==> src/rtl/pix_wr_ctrl.sv <==
// Camera-to-RAM write stage: buffers 24-bit pixels in a show-ahead FIFO and streams them
// as Avalon word writes until one frame is stored. Optional macro: PIX_WR_TEST_PATT_EN.
module pix_wr_ctrl #(
    parameter int unsigned FIFO_AW      = 4,
    parameter int unsigned FRAME_PIXELS = 307200,
    parameter int unsigned ADDR_W       = 29,
    parameter logic [ADDR_W-1:0] BASE_ADDR = '0
) (
    input  logic              clk,
    input  logic              rst,
    input  logic              ram_rdy,
    input  logic              frame_start,
    input  logic              pix_valid,
    input  logic [23:0]       pix_data,
    input  logic              avl_ready,
    output logic              avl_write_req,
    output logic [ADDR_W-1:0] avl_addr,
    output logic [31:0]       wr_data,
    output logic              frame_done,
    output logic              busy,
    output logic              overflow,
    output logic [FIFO_AW:0]  fifo_level
);

    localparam int unsigned DEPTH   = 1 << FIFO_AW;
    localparam int unsigned CNT_W   = $clog2(FRAME_PIXELS + 1);
    localparam int unsigned ENTRY_W = CNT_W + 24;

    typedef enum logic [1:0] {
        S_IDLE,
        S_CAPTURE,
        S_DRAIN
    } state_e;

    state_e              state_q, state_d;
    logic [ENTRY_W-1:0]  mem_q [DEPTH];
    logic [FIFO_AW-1:0]  wr_ptr_q, wr_ptr_d, rd_ptr_q, rd_ptr_d;
    logic [FIFO_AW:0]    level_q, level_d, remain;
    logic [CNT_W-1:0]    pix_cnt_q, pix_cnt_d, wr_cnt_q, wr_cnt_d;
    logic [ADDR_W-1:0]   addr_q, addr_d;
    logic [31:0]         data_q, data_d;
    logic                req_q, req_d, done_q, done_d, busy_q, busy_d, ovf_q, ovf_d;
    logic                start, push_req, push_acc, pop, fifo_full;
    logic [ENTRY_W-1:0]  head_entry;

    // Each FIFO entry carries its frame slot index so a dropped pixel leaves a hole
    // in the address sequence instead of shifting later pixels down.
    always_comb begin
        state_d   = state_q;
        done_d    = 1'b0;
        start     = (state_q == S_IDLE) && frame_start && ram_rdy;
        pop       = (state_q != S_IDLE) && req_q && avl_ready;
        push_req  = (state_q == S_CAPTURE) && pix_valid;
        fifo_full = (level_q == (FIFO_AW + 1)'(DEPTH));
        push_acc  = push_req && (!fifo_full || pop);

        remain    = level_q - (FIFO_AW + 1)'(pop);
        rd_ptr_d  = rd_ptr_q + FIFO_AW'(pop);
        wr_ptr_d  = wr_ptr_q + FIFO_AW'(push_acc);
        level_d   = remain + (FIFO_AW + 1)'(push_acc);
        pix_cnt_d = pix_cnt_q + CNT_W'(push_req);
        ovf_d     = ovf_q | (push_req & ~push_acc);

        // Show-ahead head: bypass the incoming pixel when nothing else remains.
        head_entry = (remain == '0) ? {pix_cnt_q, pix_data} : mem_q[rd_ptr_d];
        wr_cnt_d   = (level_d != '0) ? head_entry[ENTRY_W-1 -: CNT_W] : pix_cnt_d;
        req_d      = (level_d != '0);

        case (state_q)
            S_IDLE: begin
                if (start) begin
                    state_d   = S_CAPTURE;
                    wr_ptr_d  = '0;
                    rd_ptr_d  = '0;
                    level_d   = '0;
                    pix_cnt_d = '0;
                    wr_cnt_d  = '0;
                    req_d     = 1'b0;
                end
            end
            S_CAPTURE: begin
                if (pix_cnt_d == CNT_W'(FRAME_PIXELS)) begin
                    state_d = S_DRAIN;
                end
            end
            S_DRAIN: begin
                state_d = S_DRAIN;
            end
            default: begin
                state_d = S_IDLE;
            end
        endcase

        // Frame complete once every slot is resolved and nothing is left to write.
        if ((state_q != S_IDLE) && (pix_cnt_d == CNT_W'(FRAME_PIXELS)) && (level_d == '0)) begin
            state_d = S_IDLE;
            done_d  = 1'b1;
        end

        busy_d = (state_d != S_IDLE);
        addr_d = BASE_ADDR + ADDR_W'(wr_cnt_d);
`ifdef PIX_WR_TEST_PATT_EN
        data_d = {8'h00, addr_d[23:0] ^ 24'hFF_FFFF};
`else
        data_d = (level_d != '0) ? {8'h00, head_entry[23:0]} : data_q;
`endif
    end

    // Control, counters and registered outputs.
    always_ff @(posedge clk) begin
        if (rst) begin
            state_q   <= S_IDLE;
            wr_ptr_q  <= '0;
            rd_ptr_q  <= '0;
            level_q   <= '0;
            pix_cnt_q <= '0;
            wr_cnt_q  <= '0;
            addr_q    <= BASE_ADDR;
            data_q    <= '0;
            req_q     <= 1'b0;
            done_q    <= 1'b0;
            busy_q    <= 1'b0;
            ovf_q     <= 1'b0;
        end else begin
            state_q   <= state_d;
            wr_ptr_q  <= wr_ptr_d;
            rd_ptr_q  <= rd_ptr_d;
            level_q   <= level_d;
            pix_cnt_q <= pix_cnt_d;
            wr_cnt_q  <= wr_cnt_d;
            addr_q    <= addr_d;
            data_q    <= data_d;
            req_q     <= req_d;
            done_q    <= done_d;
            busy_q    <= busy_d;
            ovf_q     <= ovf_d;
        end
    end

    // FIFO storage needs no reset; occupancy gates every read.
    always_ff @(posedge clk) begin
        if (push_acc) begin
            mem_q[wr_ptr_q] <= {pix_cnt_q, pix_data};
        end
    end

    assign avl_write_req = req_q;
    assign avl_addr      = addr_q;
    assign wr_data       = data_q;
    assign frame_done    = done_q;
    assign busy          = busy_q;
    assign overflow      = ovf_q;
    assign fifo_level    = level_q;

endmodule

==> config.mk <==
export PLATFORM = sky130hd
export DESIGN_NAME = pix_wr_ctrl
export DESIGN_NICKNAME = d
export VERILOG_FILES = /design/src/rtl/pix_wr_ctrl.sv
export SDC_FILE = /design/constraint.sdc
export NUM_CORES = 1
export LEC_CHECK = 0
export ABC_AREA = 1
export ABC_CLOCK_PERIOD_IN_PS = 3450
export BUFFER_PORTS_ARGS = -buffer_cell sky130_fd_sc_hd__buf_2
export CAP_MARGIN = 20
export CORE_ASPECT_RATIO = 1.1
export CORE_MARGIN = 1
export CORE_UTILIZATION = 40
export DETAILED_ROUTE_END_ITERATION = 10
export PLACE_DENSITY = 0.55
export SYNTH_ARGS = -nofsm -noshare
export SYNTH_HDL_FRONTEND = slang
export SYNTH_SLANG_ARGS = --single-unit
==> constraint.sdc <==
create_clock -name clk -period 3.45 [get_ports clk]
set_clock_uncertainty 0.1 [all_clocks]
set_input_delay 0.1725 -clock clk [delete_from_list [all_inputs] [get_ports clk]]
set_output_delay 0.1725 -clock clk [all_outputs]
set_load 0.01 [all_outputs]
* Word level (Yosys, flattened, before mapping) *
Memory sizes are Yosys's and may differ from the RTL's.
Index checks and enable logic that the tools add are counted.

word-level totals
  register bits after elaboration = 91
  RAM bits = 688
  input bits = 30
  output and inout bits = 70
  logic and storage cells = 64
  memories = 1

memories
  name   depth  width  read ports  clocked after memory_dff  write ports  RTL line  source
  mem_q  16     43     1           0                         1            36        logic [ENTRY_W-1:0] mem_q [DEPTH];

operators by class
  add/sub/neg operators = 5
  equality and inequality tests = 5
  mux-type cells = 21
  bitwise operators = 3
  reduce and logical (&&, ||, !) cells = 17

operators with widths
  operator                                                         count
  19-bit two-way mux                                               5
  43-bit two-way mux                                               1
  19-bit == test, second input constant                            2
  19-bit by 1-bit adder with 19-bit output                         1
  4-bit two-way mux                                                4
  5-bit logical NOT                                                2
  5-bit two-way mux                                                2
  5-bit nonzero test                                               2
  4-bit by 1-bit adder with 4-bit output                           2
  1-bit logical AND                                                8
  2-bit two-way mux                                                3
  2-bit one-hot mux with 3 select lines                            1
  5-bit by 1-bit adder with 5-bit output                           1
  5-bit == test, second input constant                             1
  1-bit two-way mux                                                5
  5-bit by 1-bit subtractor with 5-bit output                      1
  2-bit nonzero test                                               2
  2-bit by 1-bit == test with 1-bit output, second input constant  1
  2-bit == test, second input constant                             1
  2-bit logical NOT                                                1
  1-bit bitwise AND                                                1
  1-bit logical NOT                                                1
  1-bit logical OR                                                 1
  1-bit inverter                                                   1
  1-bit OR                                                         1

* Logic depth before layout (Yosys ltp) *
  depth in word-level cells = 12
  mapped depth = 21
  mapped depth without buffers = 21

* Least setup slack after synthesis *
OpenSTA, ideal clock, no wires.

  path type = register to register
  start point = reg state_q[1]
  end point = mem mem_q[0][0] in the netlist's numbering, enable pin
  library setup time = 444 ps
  arrival = 3129 ps
  required time = 2906 ps
  setup slack = -223 ps
  stages on the path, launching flop included = 7
  buffers on the path = 0
  clock period less this slack = 3673 ps
  cells stage by stage = dfxtp_1 nor2_4 nor2_1 nor3_1 nor3_1 nand3_1 nor2_1

on the way
  longest elaborated chain between the ends = 7
  elaborated cells between the ends (all ways) = 9
  classes of those cells = 1 x eq/ne; 2 x mux; 6 x reduce/logical

ends and longest elaborated chain
  item                                         RTL line  source
  from (decl)                                  35        state_e state_q, state_d;
  from (signal assigned)                       125       state_q <= state_d;
  2-bit nonzero test                           52        pop = (state_q != S_IDLE) && req_q && avl_ready;
  1-bit logical AND (2 in a row)               52
  1-bit logical OR                             55        push_acc = push_req && (!fifo_full || pop);
  1-bit logical AND (*)                        55
  1-bit two-way mux (*)                        142       if (push_acc) begin
  1-bit two-way mux (implied by the code) (*)  143       mem_q[wr_ptr_q] <= {pix_cnt_q, pix_data};
  to (decl)                                    36

Every way passes the cells marked *; elsewhere a longest branch is shown, timed or not.

* Final worst setup path *
  start point = reg state_q[0]
  end point = reg busy_q, in the netlist busy

on the way
  longest elaborated chain between the ends = 12
  elaborated cells between the ends (all ways) = 28
  classes of those cells = 3 x add/sub; 4 x eq/ne; 8 x mux; 13 x reduce/logical

ends and longest elaborated chain
  item                                                                                  RTL line  source
  branches (longest 10 deep; another with 5-bit by 1-bit subtractor with 5-bit output)  -
  2-bit two-way mux (*)                                                                 95        if ((state_q != S_IDLE) && (pix_cnt_d == CNT_W'(FRAME_PIXELS)) && (level_d == '0)) begin
  2-bit nonzero test (*)                                                                100       busy_d = (state_d != S_IDLE);
  to (signal assigned)                                                                  135       busy_q <= busy_d;
  to (decl)                                                                             42        logic req_q, req_d, done_q, done_d, busy_q, busy_d, ovf_q, ovf_d;

Mark *: on every way between the ends.
A chain may end at the register's enable or synchronous reset.

==> flow_metrics.env <==
export IMPL_status="finished, final reports clean"
export IMPL_firstDrtPassIters=5
export IMPL_netlist_area_um2=30900
export IMPL_route_detailed_drc=0
export IMPL_path_cells="inv_1 > nor2_1 > inv_1 > nor2_2 > ha_1 > ha_1 > nand2_2 > nor2_4 > nand2_1 > o21ai_1 > nand2_1 > inv_1 > nand2_1 > nor2_1 > nand3_1 > nand2_1 > nand2_1 > nand2_1 > nand2_1"
export IMPL_crit_top_cell="nand2_1"
export IMPL_end_kind="flip-flop"
export IMPL_path_clk_slew_ps=60
export IMPL_r2r_cells=19
export IMPL_initial_utilization_pct=40.5
export IMPL_placed_cell_area_um2=32900
export IMPL_path_class="reg2reg"
export IMPL_cp_max_fo=5
export IMPL_cts_tree="built"
export IMPL_wl_um=84600
export IMPL_cp_slowest_stage_delay_ps=390
export IMPL_worstReg2RegStart="state_q[0]"
export IMPL_whs_ps=125
export IMPL_antenna_found_initial=2
export IMPL_htree_num_levels=3
export IMPL_finalNetCount=2685
export IMPL_arrival_ps=3570
export IMPL_die_height_um=293
export IMPL_min_to="overflow"
export IMPL_power_share_combinational_pct=3.9
export IMPL_powerDensity_nw_per_um2=534
export IMPL_peakVddDrop_v=0.000462
export IMPL_seqPwrFrac_pct=53.6
export IMPL_synthCells=2543
export IMPL_gp_congestion=0.854
export IMPL_swShare_pct=21.3
export IMPL_fin_crit_sh_pct=92.6
export IMPL_grtUsageTotal_pct=21.7
export IMPL_rsz0062_at_grt="no"
export IMPL_hp_class="in2reg"
export IMPL_drive_gt1_share_pct=12.0
export IMPL_routedWlPerCell_um=22.7
export IMPL_slew_violations=0
export IMPL_diodes=0
export IMPL_syn2layout_area_growth_pct=15.3
export IMPL_postRouteAntennaNets=0
export IMPL_min_path_cells=6
export IMPL_max_freq_ghz=0.313
export IMPL_yosysSeqAreaShare_pct=72.2
export IMPL_setup_viol=0
export IMPL_maxCapViolations=0
export IMPL_max_slew_worst_pin_slew_ps=1070
export IMPL_grt_max_degree=130
export IMPL_synth_distinct_cells=34
export IMPL_grt_pass1_vias=20300
export IMPL_startpoint_type="flip-flop"
export IMPL_die_area_um2=78300
export IMPL_cp_startpoint="state_q[0]"
export IMPL_fill_cells=6872
export IMPL_ys_ff_latch=769
export IMPL_seq_area_um2=22300
export IMPL_finalPower_mw=19.0
export IMPL_syn_avg_cell_area_um2=12.1
export IMPL_grt_pass1_wl_um=126000
export IMPL_clkPwrFrac_pct=42.4
export IMPL_drtIter0Drc=1982
export IMPL_internal_power_mw=15.0
export IMPL_cts_sinks=769
export IMPL_p_sw_mw=4.06
export IMPL_r2r_end="busy"
export IMPL_finalHoldViolCount=0
export IMPL_io_pins=100
export IMPL_rows=106
export IMPL_vias=20600
export IMPL_core_um2=76100
export IMPL_fin_crit_ps=3200
export IMPL_stdcell_area_um2=35600
export IMPL_io_buffer_count=81
export IMPL_worstSkewPairLatency_ps=620
export IMPL_multi_input_comb_area_um2=7580
export IMPL_dp_hpwl_um=44400
export IMPL_vias_per_cell=5.50
export IMPL_root_buffer="clkbuf_16"
export IMPL_leakagePower_nw=12.4
export IMPL_grt_remaining_overflow=0
export IMPL_cts_inserted_buffers=75
export IMPL_worstPathRequired_ps=3820
export IMPL_clk_path_buf_depth=3
export IMPL_ys_warn_count=0
export IMPL_max_slew_margin_rel_pct=28.6
export IMPL_die_w_um=267
export IMPL_crit_path_top_delay_cell="dfxtp_1"
export IMPL_holdCritStartpoint="avl_ready"
export IMPL_r2r_setup_slack_ps=250
synth_stat cells (all sizes together):
library cell  instances  area share (%)
edfxtp              688              67
inv                 100             1.2
xor2                  1           0.028
nand2               202             2.5
conb                  1           0.012
xnor2                 3            0.13
o211ai               78             1.9
nand3                70             1.2
clkbuf               88             1.1
o21bai                1           0.036
nand4                 4           0.081
nor4                  2           0.081
o221ai               64             1.8
o21ai               426             6.9
a21oi                37            0.60
nor3                  5           0.081
o22ai                81             1.6
dfxtp                81             5.3
buf                  91             1.8
nor2                505             6.2
a21o                  1           0.024
ha                   10            0.41
nand3b                4           0.097
power groups by stage:
stage / logic, mW / clock network, mW / registers (mW)
6_report: 0.744 / 8.08 / 10.2
4_1_cts: 0.745 / 8.24 / 10.2
3_5_place_dp: 0.718 / 0 / 10.4
2_1_floorplan: 0.387 / 0 / 10.4
5_1_grt: 0.819 / 8.57 / 10.2
3_3_place_gp: 0.702 / 0 / 10.4
placed cells by master (no fill, tap or decap), types with 78 or more instances in the layout:
cell and count:
buf_2 81, clkbuf_16 78, dfxtp_1 81, edfxtp_1 688, inv_1 89, nand2_1 196
nor2_1 477, o211ai_1 78, o21ai_0 374, o22ai_1 81
routing by layer:
metal | track usage, % | share of wire, % | vias to the layer above
met5 | 0 | 0.0095 | -
met4 | 7.57 | 2.7 | 2
met3 | 2.88 | 5.7 | 156
met2 | 37.3 | 50 | 723
met1 | 28.0 | 42 | 10300
li1 | - | - | 9416
worst max-delay path, delay by kind of cell, from the launching register on:
| family | cells | cell delay (ps) |
|---|---|---|
| buffers and inverters | 3 | 260 |
| AOI/OAI and AO/OA | 1 | 160 |
| DFF | 1 | 390 |
| and+or+nand+nor | 13 | 1690 |
| adders and majority gates | 2 | 420 |
how the worst max path moves through the flow:
stage,end,slack (ps),cells past startpoint
after CTS,avl_addr[17],90,16
after global routing,busy,30,19
after global placement,avl_addr[18],200,16
after detailed placement,avl_addr[18],100,16
after floorplan,mem_q[0][0],-220,6
final,busy,250,19
area by class of cell:
class / instances / share of cell area [%]
multi-input combinational: 1512 / 21.3
clock buffer: 101 / 5.86
tap: 1026 / 3.61
inverter: 100 / 1.08
timing repair buffer: 187 / 4.65
sequential: 769 / 62.6
clock inverter: 39 / 0.935
sequential cells by signal (all words and copies together) (netlist names):
name,flops
avl_addr,19
avl_write_req,1
busy,1
fifo_level,5
frame_done,1
mem_q,688
overflow,1
pix_cnt_q,19
rd_ptr_q,4
state_q,2
wr_data,24
wr_ptr_q,4
repair_timing:
item                       in CTS  in global routing
buffers inserted                0                  1
gates resized for setup         0                  6
hold endpoints to repair      416                  0
setup endpoints to repair       0                 21
hold buffers                   26                  0
cell families after synthesis:
logic type / synth area share [%]
compound gates: 12.9
xor+xnor: 0.162
fa+ha+maj: 0.405
buf+inv: 4.07
flops: 72.2
other cells: 0.0121
simple gates: 10.3
stage by stage:
stage / TNS [ps] / util [%] / setup WS [ps] / std cells
finish: 0 / 46.8 / 254 / 3734
global route: 0 / 46.8 / 28.9 / 3734
CTS: 0 / 46.7 / 87.0 / 3733
detailed placement: 0 / 43.2 / 103 / 3567
global placement: 0 / 43.2 / 200 / 3567
floorplan: -153080 / - / -223 / 2560
(Power assumes the default switching activity.)
